File: config.mk
export PLATFORM = sky130hd
export DESIGN_NAME = imem_loader_rv32i_flat
export DESIGN_NICKNAME = d
export VERILOG_FILES = /design/src/rtl/imem_loader_rv32i_if.sv /design/src/rtl/imem_loader_rv32i.sv /design/src/flat_wrapper.sv
export SDC_FILE = /design/constraint.sdc
export NUM_CORES = 1
export LEC_CHECK = 0
export BUFFER_PORTS_ARGS = -buffer_cell sky130_fd_sc_hd__buf_2
export CAP_MARGIN = 40
export CORE_MARGIN = 4
export CORE_UTILIZATION = 61
export CTS_CLUSTER_SIZE = 28
export DETAILED_ROUTE_END_ITERATION = 7
export PLACE_DENSITY_LB_ADDON = 0.3
export SKIP_LAST_GASP = 1
export SYNTH_ARGS = -nofsm -noshare
export SYNTH_HDL_FRONTEND = slang
export SYNTH_SLANG_ARGS = --single-unit
File: constraint.sdc
create_clock -name clk -period 4.9 [get_ports clk]
set_clock_uncertainty 0.15 [all_clocks]
set_input_delay 0.49 -clock clk [delete_from_list [all_inputs] [get_ports clk]]
set_output_delay 0.49 -clock clk [all_outputs]
set_load 0.05 [all_outputs]
File: src/rtl/imem_loader_rv32i_if.sv
// Byte-stream input and instruction-memory write bus of the RV32I image loader.
// A byte moves on a rising edge where byte_valid and byte_ready are both high; byte_in must be stable while byte_valid is high.
interface imem_loader_rv32i_if;
    logic [7:0]  byte_in;
    logic        byte_valid;
    logic        byte_ready;
    logic        imem_we;
    logic [31:0] imem_addr;
    logic [31:0] imem_wdata;

    modport master (
        output byte_in, byte_valid,
        input  byte_ready, imem_we, imem_addr, imem_wdata
    );

    modport slave (
        input  byte_in, byte_valid,
        output byte_ready, imem_we, imem_addr, imem_wdata
    );
endinterface

File: src/rtl/imem_loader_rv32i.sv
// Loads a length-prefixed, XOR-checksummed byte stream into instruction memory as little-endian 32-bit words.
// state_dbg encodes IDLE=0, LEN_LO=1, LEN_HI=2, DATA=3, CHECK=4, DONE=5, ERROR=6.
module imem_loader_rv32i #(
    parameter logic [31:0] BASE_ADDR = 32'h0000_0000,
    parameter int          MAX_WORDS = 1024
) (
    input  logic                clk,
    input  logic                rst_n,
    input  logic                start,
    imem_loader_rv32i_if.slave  bus,
    output logic                core_rst_n,
    output logic                busy,
    output logic                done,
    output logic                error,
    output logic [15:0]         word_count,
    output logic [2:0]          state_dbg
);
    typedef enum logic [2:0] {
        IDLE   = 3'd0,
        LEN_LO = 3'd1,
        LEN_HI = 3'd2,
        DATA   = 3'd3,
        CHECK  = 3'd4,
        DONE   = 3'd5,
        ERROR  = 3'd6
    } state_t;

    localparam logic [31:0] MAX_N = 32'(MAX_WORDS);

    state_t      state, state_next;
    logic [7:0]  len_lo;
    logic [15:0] len;
    logic [1:0]  byte_idx;
    logic [23:0] partial;
    logic [7:0]  checksum;
    logic        fire, start_load, len_bad, last_word;
    logic        ready_d, busy_d, done_d, error_d, core_rst_d;

    assign fire       = bus.byte_valid && bus.byte_ready;
    assign start_load = start && (state == IDLE || state == DONE || state == ERROR);
    assign len_bad    = ({bus.byte_in, len_lo} == 16'd0) ||
                        ({16'd0, bus.byte_in, len_lo} > MAX_N);
    // word_count still holds the index of the word being completed here
    assign last_word  = (byte_idx == 2'd3) && ((word_count + 16'd1) == len);
    assign state_dbg  = state;

    always_ff @(posedge clk or negedge rst_n) begin
        if (!rst_n) begin
            state          <= IDLE;
            bus.byte_ready <= 1'b0;
            busy           <= 1'b0;
            done           <= 1'b0;
            error          <= 1'b0;
            core_rst_n     <= 1'b0;
        end else begin
            state          <= state_next;
            bus.byte_ready <= ready_d;
            busy           <= busy_d;
            done           <= done_d;
            error          <= error_d;
            core_rst_n     <= core_rst_d;
        end
    end

    always_comb begin
        state_next = state;
        case (state)
            IDLE, DONE, ERROR: if (start) state_next = LEN_LO;
            LEN_LO:            if (fire) state_next = LEN_HI;
            LEN_HI:            if (fire) state_next = len_bad ? ERROR : DATA;
            DATA:              if (fire && last_word) state_next = CHECK;
            CHECK:             if (fire) state_next = (bus.byte_in == checksum) ? DONE : ERROR;
            default:           state_next = IDLE;
        endcase
    end

    // Flags are decoded from the next state so they register alongside it.
    always_comb begin
        ready_d    = 1'b0;
        busy_d     = 1'b0;
        done_d     = 1'b0;
        error_d    = 1'b0;
        core_rst_d = 1'b0;
        case (state_next)
            LEN_LO, LEN_HI, DATA, CHECK: begin
                ready_d = 1'b1;
                busy_d  = 1'b1;
            end
            DONE: begin
                done_d     = 1'b1;
                core_rst_d = 1'b1;
            end
            ERROR:   error_d = 1'b1;
            default: ;
        endcase
    end

    always_ff @(posedge clk or negedge rst_n) begin
        if (!rst_n) begin
            bus.imem_we    <= 1'b0;
            bus.imem_addr  <= 32'd0;
            bus.imem_wdata <= 32'd0;
            word_count     <= 16'd0;
            len_lo         <= 8'd0;
            len            <= 16'd0;
            byte_idx       <= 2'd0;
            partial        <= 24'd0;
            checksum       <= 8'd0;
        end else begin
            bus.imem_we <= 1'b0;
            if (bus.imem_we) word_count <= word_count + 16'd1;
            if (start_load) begin
                word_count <= 16'd0;
                checksum   <= 8'd0;
                byte_idx   <= 2'd0;
            end
            if (fire) begin
                case (state)
                    LEN_LO: len_lo <= bus.byte_in;
                    LEN_HI: len    <= {bus.byte_in, len_lo};
                    DATA: begin
                        checksum <= checksum ^ bus.byte_in;
                        byte_idx <= byte_idx + 2'd1;
                        case (byte_idx)
                            2'd0: partial[7:0]   <= bus.byte_in;
                            2'd1: partial[15:8]  <= bus.byte_in;
                            2'd2: partial[23:16] <= bus.byte_in;
                            default: begin
                                bus.imem_we    <= 1'b1;
                                bus.imem_wdata <= {bus.byte_in, partial};
                                bus.imem_addr  <= BASE_ADDR + {14'd0, word_count, 2'b00};
                            end
                        endcase
                    end
                    default: ;
                endcase
            end
        end
    end
endmodule

File: src/flat_wrapper.sv
// flat-port wrapper written by rule: the top's interface ports become plain ports
module imem_loader_rv32i_flat 
#(
    parameter logic [31:0] BASE_ADDR = 32'h0000_0000,
    parameter int          MAX_WORDS = 1024
)
  (clk, rst_n, start, core_rst_n, busy, done, error, word_count, state_dbg, bus_byte_in, bus_byte_valid, bus_byte_ready, bus_imem_we, bus_imem_addr, bus_imem_wdata);
  imem_loader_rv32i_if bus_i ();
  input  logic clk;
  input  logic rst_n;
  input  logic start;
  output logic core_rst_n;
  output logic busy;
  output logic done;
  output logic error;
  output logic [15:0] word_count;
  output logic [2:0] state_dbg;
  input wire logic [$bits(bus_i.byte_in)-1:0] bus_byte_in;
  input wire logic [$bits(bus_i.byte_valid)-1:0] bus_byte_valid;
  output wire logic [$bits(bus_i.byte_ready)-1:0] bus_byte_ready;
  output wire logic [$bits(bus_i.imem_we)-1:0] bus_imem_we;
  output wire logic [$bits(bus_i.imem_addr)-1:0] bus_imem_addr;
  output wire logic [$bits(bus_i.imem_wdata)-1:0] bus_imem_wdata;
  assign bus_i.byte_in = bus_byte_in;
  assign bus_i.byte_valid = bus_byte_valid;
  assign bus_byte_ready = bus_i.byte_ready;
  assign bus_imem_we = bus_i.imem_we;
  assign bus_imem_addr = bus_i.imem_addr;
  assign bus_imem_wdata = bus_i.imem_wdata;
  imem_loader_rv32i #(.BASE_ADDR(BASE_ADDR), .MAX_WORDS(MAX_WORDS)) u_core (.clk(clk), .rst_n(rst_n), .start(start), .bus(bus_i), .core_rst_n(core_rst_n), .busy(busy), .done(done), .error(error), .word_count(word_count), .state_dbg(state_dbg));
endmodule
==> results by group, run 1 <==
Setup path
  – CP Class: flop to flop
  – Crit-path max FO: 26
  – Crit end category: flop
  – CP Data Arrival Time: 3.43 ns
  – Worst setup SP type: flop
  – WP data required: 5.15 ns

Run status
  – Outcome: finished, final reports clean

Finish
  – # fillers: ~690
  – Commonest non-fill, non-tap cell in the layout: dfrtp_1
  – Final core occ: 0.735
  – ANT cells: 0
  – Most frequent cells in the layout: 129 x dfrtp_1, 96 x mux2_2, 83 x buf_2
  – Layout cells sized above 1: 0.374
  – Area Growth Syn to Fin: 17.6%
  – Final net count: 598
  – Layout Cells excl Fill: a little over 700

Detailed routing
  – DRT iter0 DRCs: around 260
  – DR pass1 iterations: 5
  – Routed vias/inst: 5.59
  – Post-route DRC violation count: 0
  – Total number of vias: 4060
  – Wire per inst: 17.4 um
  – WL final: 12600 um
  – Final ANT Viol Nets: 0

Power
  – Cell Pwr Density: 548 nW/um^2
  – Seq pwr share: 0.400
  – Cell internal pwr: 2620 uW
  – Max rail drop VDD: between 0.0003 and 0.0004 V
  – Logic pwr share: 0.268
  – Clock power share: 0.331
  – NetSw: 1300 uW
  – Switching Fraction: 0.333
  – Leak: approximately 0.0035 uW

Clocking
  – Root Driver: clkbuf_8
  – Clk slew on worst S/H paths: 0.06 ns
  – CTS Sinks: 129
  – Postcts setup bufs: 0
  – Post-CTS Hold Buffers: 1
  – CTS tree: done
  – Buffer levels on the longest clock path: 2
  – CTS buffer count: 17
  – Clk Latency, worst-skew pair: approximately 0.52 ns
  – CTS resizes: 0
  – CTS H-tree depth: 4

Placed design
  – Placed cells: 693
  – GP Congestion: 0.864
  – PortBufs: 84
  – DP Wirelength: 8380 um
  – Setup Slack @ Placement: 1.85 ns

Synth
  – Seq/Total Area, Yosys: 0.531
  – Post-synth cell types: 52
  – Post-synth EDFFs: 0
  – Post-Syn Area: 6080 um^2
  – Mapped Cells: around 510
  – Yosys warns: 0
  – Flops & latches, synth: 129
  – Top_reg_cell synth: dfrtp_1
  – Synthesized area per cell: 12.0 um^2
  – Asr flop ratio synth: 1.00

Global routing
  – Overflow after GRT: 0
  – Largest net degree at the start of global routing: 66
  – Initial antenna violation count: 0
  – First-pass GRT wire length: 20800 um
  – Tot GR Track Use: 0.235
  – Vias in the first global route: 4096

STA
  – # setup viols final: 0
  – Setup ws final: around 1.7 ns
  – RSZ-0062 raised after global routing: false
  – Final period util: 0.648
  – Worst slew margin: 0.380
  – Fmax: between 300 and 400 MHz
  – Worst slew pin tran: 0.927 ns
  – Max Slew Vio Count: 0
  – Final hold violations: 0
  – Setup_tns: 0 ns
  – Hold Slack: 0.187 ns
  – Tmin final: ~3.2 ns

Run
  – Number of max-cap violations: 0

Floorplanning
  – Top-level port count: 101
  – Rows: 36
  – Core Area: 9730 um^2
  – Chip height: 108 um
  – Horiz. Die Dim: 108 um
  – Initial core utilization: 0.625
  – Die Area: 11600 um^2

Worst hold path
  – Min-Delay Path Class: input port to flop
[metal layers]
layer  wire (um)  global-route usage
met2        6070               0.365
met4         209              0.0866
met5           0                   0
met3         685              0.0630
met1        5660               0.319
[layout make-up]
cell class              count  area [um^2]  area share
flip-flops and latches    129         3230       0.452
multi-input cells         338         2620       0.367
repair buffers             89          503      0.0704
clock buffers              23          457      0.0639
well taps                 133          166      0.0233
clock inverters             9          155      0.0217
inverters                   5         18.8     0.00263
[power groups by stage]
stage          Clock [uW]  Sequential (uW)  Combinational (uW)
3_5_place_dp            0             1580                1050
5_1_grt              1370             1610                1150
2_1_floorplan           0             1710                 667
3_3_place_gp            0             1560                1010
6_report             1300             1570                1050
4_1_cts              1320             1570                1060
[worst max-delay path: stages (launching register included)]
cell and delay [ns]:
dfrtp_1 0.50, inv_1 0.19, nand3_1 0.15, nor2_1 0.74, nand2_2 0.65, buf_16 0.37
mux2_2 0.29
[cells in the mapped netlist (3+ instances only)]
master / count / area, um^2
nand2_1: 34 / 128
nor3_1: 4 / 20.0
o21ai_0: 26 / 130
xor2_1: 26 / 228
dfrtp_1: 129 / 3230
nand4_1: 5 / 31.3
a21oi_1: 12 / 60.1
mux2_2: 96 / 1080
nor4b_1: 3 / 26.3
buf_2: 8 / 40.0
nand3_1: 6 / 30.0
clkbuf_1: 17 / 63.8
ha_1: 6 / 75.1
a31oi_1: 3 / 18.8
nor2_1: 35 / 131
inv_1: 5 / 18.8
buf_1: 8 / 30.0
nor4_1: 6 / 37.5
buf_4: 18 / 135
xnor2_1: 17 / 149
or3_1: 4 / 25.0
[state kept, by name, indices dropped and copies added (netlist names), 2 cells and up]
register / flops
u_core.byte_idx: 2
u_core.word_count: 16
u_core.len: 16
u_core.checksum: 8
u_core.bus.imem_addr: 16
u_core.len_lo: 8
u_core.partial: 24
u_core.bus.imem_wdata: 32
u_core.state_dbg: 3
[through the flow]
step	total power, uW	cell area [um^2]
floorplan	2380	6130
global placement	2560	6470
detailed placement	2630	6530
CTS	3940	7150
global route	4120	7150
finish	3920	7150
[path summary, 6_finish.rpt]
| path | start | slack [ns] | cells after the start | end |
|---|---|---|---|---|
| setup / recovery | u_core.state_dbg[2] | 1.72 | 6 | u_core.bus.imem_wdata[13] |
| hold / removal | bus_byte_in[0] | 0.19 | 3 | u_core.checksum[0] |
| setup reg to reg | u_core.state_dbg[2] | 1.72 | 6 | u_core.bus.imem_wdata[13] |
| hold reg to reg | u_core.bus.imem_addr[6] | 0.33 | 2 | u_core.bus.imem_addr[6] |
| max in group asynchronous | rst_n | 3.18 | 4 | u_core.len[6] |
| min in group asynchronous | rst_n | 0.42 | 2 | u_core.bus.imem_addr[14] |
[cells by family after synthesis]
logic type | synth area share
DFF | 0.531
and+or+nand+nor | 0.109
muxes | 0.181
buffers and inverters | 0.0473
AOI/OAI and AO/OA | 0.0552
xor gates and xnor gates | 0.0620
adders and majority gates | 0.0140
other | 0.000617
Note: power is estimated with default switching activity, not from simulation.
==> run 2, diff against run 1 <==
--- a/config.mk
+++ b/config.mk
@@ -8,7 +8,7 @@
 export BUFFER_PORTS_ARGS = -buffer_cell sky130_fd_sc_hd__buf_2
 export CAP_MARGIN = 40
 export CORE_MARGIN = 4
-export CORE_UTILIZATION = 61
+export CORE_UTILIZATION = 56
 export CTS_CLUSTER_SIZE = 28
 export DETAILED_ROUTE_END_ITERATION = 7
 export PLACE_DENSITY_LB_ADDON = 0.3
==> constraint.sdc (replaced) <==
create_clock -name clk -period 2.95 [get_ports clk]
set_clock_uncertainty 0.15 [all_clocks]
set_input_delay 0.295 -clock clk [delete_from_list [all_inputs] [get_ports clk]]
set_output_delay 0.295 -clock clk [all_outputs]
set_load 0.05 [all_outputs]
==> run 2 against run 1 <==
Against the previous run:
- worst setup slack worse by 1.4 ns
- first-iteration DRC count is 1.5% higher
- critical path type unchanged
- wire length up 1.9%
- combinational power increased by 70%
- non-clock buffer count up 8
- largest cell class unchanged
- hold slack got worse by 0.17 ns
- critical path depth is 2 higher
- die area increased by 8.3%
- via count up 1.3%
- clock power increased by 63%
- count of clock-buffer cells in the layout shrank 5
- core utilization decreased by 4.7 points
- highest routed layer is now met5
==> results by group, run 2 (synthesis gave the netlist of run 1 again) <==
Clocking
  – Buffer levels on the longest clock path: 2 (unchanged)
  – Postcts setup bufs: 0 (unchanged)
  – Clk Latency, worst-skew pair: 0.52 ns (about the same)
  – Root Driver: clkbuf_8
  – CTS Sinks: 129 (unchanged)
  – CTS resizes: 0 (unchanged)
  – CTS H-tree depth: 4 (unchanged)
  – CTS buffer count: 17 (unchanged)
  – CTS tree: done
  – Clk slew on worst S/H paths: 0.06 ns (about the same)

Finish
  – Layout cells sized above 1: 0.382 (+0.00730)
  – Final net count: 606 (+1.3%)
  – # fillers: 751 (+9.6%)
  – Most frequent cells in the layout: 129 x dfrtp_1, 96 x mux2_2, 83 x buf_2
  – Max reg flops: 32 (unchanged)
  – Reg with most FFs: u_core.bus.imem_wdata
  – Largest regs: u_core.bus.imem_wdata x32, u_core.partial x24
  – Commonest non-fill, non-tap cell in the layout: dfrtp_1
  – Final core occ: 0.688 (-0.0467)
  – ANT cells: 0 (unchanged)
  – Area Growth Syn to Fin: 18.4%
  – Design area: 7200 um^2 (+0.70%)

Setup path
  – Crit end category: flop
  – Worst r2r path cells: 8 (+2)
  – CP Data Arrival Time: 2.89 ns (-0.54 ns)
  – Crit-path max FO: 7 (-73%)
  – CP Class: flop to flop
  – RR Startpoint: u_core.word_count[0]
  – WP data required: 3.25 ns (-1.90 ns)
  – Worst Setup SP: u_core.word_count[0]
  – R2R Setup Slk: 0.36 ns (-1.36 ns)
  – Worst setup path endpoint: u_core.error
  – Worst setup SP type: flop
  – Reg2reg end: u_core.error

Global routing
  – Largest net degree at the start of global routing: 57 (-14%)
  – Initial antenna violation count: 1 (+1)
  – Overflow after GRT: 0 (unchanged)
  – First-pass GRT wire length: 21700 um (+4.3%)
  – Vias in the first global route: 4201 (+2.6%)
  – Tot GR Track Use: 0.216 (-0.0192)

STA
  – Worst slew margin: 0.588 (+0.208)
  – Final hold violations: 0 (unchanged)
  – Max Slew Vio Count: 0 (unchanged)
  – Final period util: 0.879 (+0.230)
  – Tmin final: 2.59 ns (-0.585 ns)
  – RSZ-0062 raised after global routing: false
  – Fmax: 386 MHz (+23%)
  – Setup_tns: 0 ns (unchanged)
  – # setup viols final: 0 (unchanged)
  – Worst slew pin tran: 0.618 ns (-0.309 ns)

Power
  – Leak: 0.00358 uW (+1.2%)
  – Switching Fraction: 0.346 (+0.0133)
  – Logic pwr share: 0.273 (+0.005)
  – Cell Pwr Density: 905 nW/um^2 (+65%)
  – NetSw: 2260 uW (+73%)
  – Seq pwr share: 0.402 (+0.002)
  – Max rail drop VDD: 0.000448 V (+15%)
  – Clock power share: 0.325 (-0.006)
  – Final Power: 6520 uW (+66%)
  – Cell internal pwr: 4260 uW (+63%)

Placed design
  – Post-Place Cell Area: 6550 um^2 (+0.29%)
  – DP Wirelength: 8730 um (+4.1%)
  – PortBufs: 84 (unchanged)
  – GP Congestion: 0.892 (+3.3%)

Floorplanning
  – Chip height: 112 um (+4.0%)
  – Core Area: 10500 um^2 (+7.5%)
  – Top-level port count: 101 (unchanged)
  – Die Area: 12600 um^2 (+8.3%)
  – Horiz. Die Dim: 112 um (+4.0%)
  – Initial core utilization: 0.581 (-0.0438)
  – Rows: 37 (+2.8%)

Worst hold path
  – Min-Delay Path Class: input port to flop
  – WHS Path Cells: 3 (unchanged)

Detailed routing
  – Routed vias/inst: 5.59 (about the same)
  – DRT iter0 DRCs: 266 (+1.5%)
  – WL final: 12900 um (+1.9%)
  – Total number of vias: 4113 (+1.3%)
  – Wire per inst: 17.5 um (+0.52%)
  – Post-route DRC violation count: 0 (unchanged)
  – Final ANT Viol Nets: 0 (unchanged)
  – DR pass1 iterations: 5 (unchanged)

Run
  – Number of max-cap violations: 0 (unchanged)

Run status
  – Outcome: finished, final reports clean
## run 2: cell count changes in the layout (fill, tap and decap cells not counted)
cell	previous run	this run
clkbuf_8	3	2
buf_4	3	7
clkinv_4	0	3
bufinv_16	4	3
clkinvlp_4	4	1
dlygate4sd3_1	1	5
inv_8	0	1
inv_6	0	4
clkbuf_1	4	0
buf_12	0	2
buf_16	2	0
## run 2: critical path, stage by stage (launching register included)
cell	delay [ns]
dfrtp_1	0.51
ha_1	0.33
and4_1	0.36
nor4b_1	0.33
xnor2_1	0.17
o2111ai_1	0.17
nor3_1	0.22
a21bo_1	0.15
and2b_1	0.13
## run 2: cell type report
type	instances	area (um^2)	area share
clock inverters	13	175	0.0243
multi-input cells	338	2620	0.364
flip-flops and latches	129	3230	0.448
well taps	136	170	0.0236
clock buffers	18	428	0.0594
repair buffers	97	558	0.0775
inverters	5	18.8	0.00261
## run 2: layer usage
layer | part of all wire | global-route usage | up-vias
met5 | 0.00062 | 0 | -
met4 | 0.018 | 0.0801 | 2
met3 | 0.058 | 0.0431 | 22
met2 | 0.48 | 0.345 | 133
met1 | 0.44 | 0.295 | 2062
li1 | - | - | 1894
## run 2: worst min-delay path by stage
stage                    from                        end  slack [ns]
5_1_grt        bus_byte_in[6]         u_core.checksum[6]        0.03
6_report       bus_byte_in[5]         u_core.checksum[5]        0.02
3_5_place_dp            rst_n         u_core.partial[10]        0.20
2_1_floorplan           rst_n      u_core.bus.byte_ready       -0.15
4_1_cts        bus_byte_in[5]         u_core.checksum[5]       0.006
3_3_place_gp            rst_n  u_core.bus.imem_wdata[10]        0.19
## run 2: what timing repair did
| item | CTS | global route |
|---|---|---|
| endpoints found under the hold margin | 50 | 0 |
| hold buffers | 5 | 0 |
| endpoints found under the setup margin | 0 | 0 |
## run 2: power by group through the flow
stage	clock network (uW)	registers, uW	logic (uW)
5_1_grt	2240	2680	1910
2_1_floorplan	0	2840	1110
4_1_cts	2150	2620	1780
3_3_place_gp	0	2610	1700
6_report	2120	2620	1780
3_5_place_dp	0	2640	1760
## run 2: stage by stage
step | worst slack [ns] | std cells | hold WS [ns]
6_report | 0.358 | 736 | 0.0191
3_3_place_gp | 0.484 | 700 | 0.192
4_1_cts | 0.366 | 736 | 0.00636
3_5_place_dp | 0.421 | 700 | 0.198
5_1_grt | 0.194 | 736 | 0.0341
2_1_floorplan | 0.261 | 523 | -0.151
==> run 3, diff against run 2 <==
--- a/config.mk
+++ b/config.mk
@@ -11,7 +11,9 @@
 export CORE_UTILIZATION = 56
 export CTS_CLUSTER_SIZE = 28
 export DETAILED_ROUTE_END_ITERATION = 7
+export HOLD_SLACK_MARGIN = 0.05
 export PLACE_DENSITY_LB_ADDON = 0.3
+export RECOVER_POWER = 25
 export SKIP_LAST_GASP = 1
 export SYNTH_ARGS = -nofsm -noshare
 export SYNTH_HDL_FRONTEND = slang
==> run 3 against run 2 <==
Against the previous run:
- critical path depth stayed put
- count of clock-buffer cells in the layout stayed put
- non-clock buffer count is 4 higher
- wire length is 0.76% higher
- final area is 0.52% higher
- via count is 0.36% higher
- die area stayed put
- clock power hardly changed
- first-iteration DRC count is 1.5% higher
- combinational power hardly changed
- sequential share of layout area is 0.23 points lower
- register-to-register slack hardly changed
- largest cell class unchanged
- largest power group unchanged
==> results by group, run 3 (synthesis gave the netlist of run 1 again) <==
Clocking
  – Clk Latency, worst-skew pair: 0.52 ns (about the same)
  – Postcts setup bufs: 0 (unchanged)
  – CTS buffer count: 17 (unchanged)
  – Buffer levels on the longest clock path: 2 (unchanged)
  – Post-CTS Hold Buffers: 9 (+4)
  – CTS resizes: 0 (unchanged)
  – Root Driver: clkbuf_8
  – Clk slew on worst S/H paths: 0.06 ns (about the same)
  – CTS H-tree depth: 4 (unchanged)
  – CTS Sinks: 129 (unchanged)
  – CTS tree: done

Power
  – Cell Pwr Density: 901 nW/um^2 (-0.43%)
  – Max rail drop VDD: 0.000454 V (+1.3%)
  – NetSw: 2260 uW (+0.13%)
  – Cell internal pwr: 4270 uW (about the same)
  – Leak: 0.00360 uW (+0.45%)
  – Clock power share: 0.325 (about the same)
  – Final Power: 6520 uW (about the same)
  – Logic pwr share: 0.273 (about the same)
  – Switching Fraction: 0.346 (about the same)
  – Seq pwr share: 0.402 (about the same)

Setup path
  – Worst setup SP type: flop
  – Crit-path max FO: 7 (unchanged)
  – CP Data Arrival Time: 2.90 ns (about the same)
  – Crit end category: flop
  – WP data required: 3.26 ns (about the same)
  – CP Class: flop to flop

Detailed routing
  – Routed vias/inst: 5.58 (-0.18%)
  – DR pass1 iterations: 4 (-1)
  – WL final: 13000 um (+0.76%)
  – Wire per inst: 17.5 um (+0.22%)
  – Post-route DRC violation count: 0 (unchanged)
  – Total number of vias: 4128 (+0.36%)
  – Final ANT Viol Nets: 0 (unchanged)
  – DRT iter0 DRCs: 270 (+1.5%)

STA
  – Fmax: 386 MHz (about the same)
  – # setup viols final: 0 (unchanged)
  – Worst slew pin tran: 1.20 ns (+0.583 ns)
  – RSZ-0062 raised after global routing: false
  – Final period util: 0.878 (about the same)
  – Tmin final: 2.59 ns (-0.00134 ns)
  – Worst slew margin: 0.199 (-0.389)
  – Final hold violations: 0 (unchanged)
  – Max Slew Vio Count: 0 (unchanged)
  – Setup_tns: 0 ns (unchanged)

Finish
  – Largest regs: u_core.bus.imem_wdata x32, u_core.partial x24
  – Final core occ: 0.692 (+0.00359)
  – ANT cells: 0 (unchanged)
  – Most frequent cells in the layout: 129 x dfrtp_1, 96 x mux2_2, 83 x buf_2
  – Reg with most FFs: u_core.bus.imem_wdata
  – Layout cells sized above 1: 0.379 (-0.00253)
  – Final net count: 610 (+0.66%)
  – Commonest non-fill, non-tap cell in the layout: dfrtp_1
  – Max reg flops: 32 (unchanged)
  – Area Growth Syn to Fin: 19.1%

Global routing
  – Initial antenna violation count: 1 (unchanged)
  – Overflow after GRT: 0 (unchanged)
  – Met3 GRT Util: 0.0437 (+0.000539)
  – M1 GR Usage: 0.297 (+0.00143)
  – Largest net degree at the start of global routing: 57 (unchanged)
  – Tot GR Track Use: 0.217 (+0.000461)
  – Grt met2 use: 0.343 (-0.00159)
  – Vias in the first global route: 4217 (+0.38%)
  – First-pass GRT wire length: 21700 um (+0.23%)
  – GRT Max-Usage Layer: met2

Floorplanning
  – Initial core utilization: 0.581 (unchanged)
  – Die Area: 12600 um^2 (unchanged)
  – Top-level port count: 101 (unchanged)
  – Rows: 37 (unchanged)
  – Horiz. Die Dim: 112 um (unchanged)
  – Chip height: 112 um (unchanged)
  – Core Area: 10500 um^2 (unchanged)

Placed design
  – GP Congestion: 0.892 (unchanged)
  – DP Wirelength: 8730 um (unchanged)
  – PortBufs: 84 (unchanged)

Run status
  – Outcome: finished, final reports clean

Worst hold path
  – Min-Delay Path Class: input port to flop

Run
  – Number of max-cap violations: 0 (unchanged)
[run 3: changes by cell type in the layout (fill, tap and decap cells not counted)]
| cell | delta |
|---|---|
| dlygate4sd3_1 | +4 |
| buf_4 | -1 |
| clkbuf_2 | +1 |
[run 3: metal layers]
layer	vias up	wire length (um)
met5	-	11
met4	2	228
met3	24	690
met2	136	6170
met1	2062	5870
li1	1904	-
[run 3: worst paths after layout]
| kind | to | depth (start not counted) | from | slack (ns) |
|---|---|---|---|---|
| max in group asynchronous | u_core.bus.imem_addr[7] | 3 | rst_n | 1.22 |
| min reg2reg | u_core.bus.imem_addr[6] | 2 | u_core.bus.imem_addr[6] | 0.32 |
| min in group asynchronous | u_core.partial[10] | 2 | rst_n | 0.40 |
| max | u_core.error | 8 | u_core.word_count[0] | 0.36 |
| max reg2reg | u_core.error | 8 | u_core.word_count[0] | 0.36 |
| min | u_core.state_dbg[1] | 6 | start | 0.14 |
[run 3: through the flow]
| step | area [um^2] | hold WS (ns) | setup slack, ns | instances |
|---|---|---|---|---|
| 5_1_grt | 7240 | 0.158 | 0.194 | 740 |
| 4_1_cts | 7240 | 0.130 | 0.366 | 740 |
| 3_3_place_gp | 6550 | 0.192 | 0.484 | 700 |
| 3_5_place_dp | 6550 | 0.198 | 0.421 | 700 |
| 6_report | 7240 | 0.143 | 0.360 | 740 |
| 2_1_floorplan | 6130 | -0.151 | 0.261 | 523 |
[run 3: layout make-up]
cell class                      count  area [um^2]
Clock inverter                     13          175
Timing Repair Buffer              101          596
Multi-Input combinational cell    338         2620
Fill cell                         747         3230
Clock buffer                       18          428
Tap cell                          136          170
Inverter                            5         18.8
Sequential cell                   129         3230
[run 3: power by group through the flow]
stage / Sequential, uW / Combinational [uW] / Clock [uW]
4_1_cts: 2620 / 1780 / 2150
3_5_place_dp: 2640 / 1760 / 0
3_3_place_gp: 2610 / 1700 / 0
2_1_floorplan: 2840 / 1110 / 0
6_report: 2620 / 1780 / 2120
5_1_grt: 2690 / 1920 / 2240
[run 3: critical path: stages, from the launching register on]
cell,delay [ns]
dfrtp_1,0.51
ha_1,0.33
and4_1,0.36
nor4b_1,0.33
xnor2_1,0.17
o2111ai_1,0.17
nor3_1,0.22
a21bo_1,0.15
and2b_1,0.13
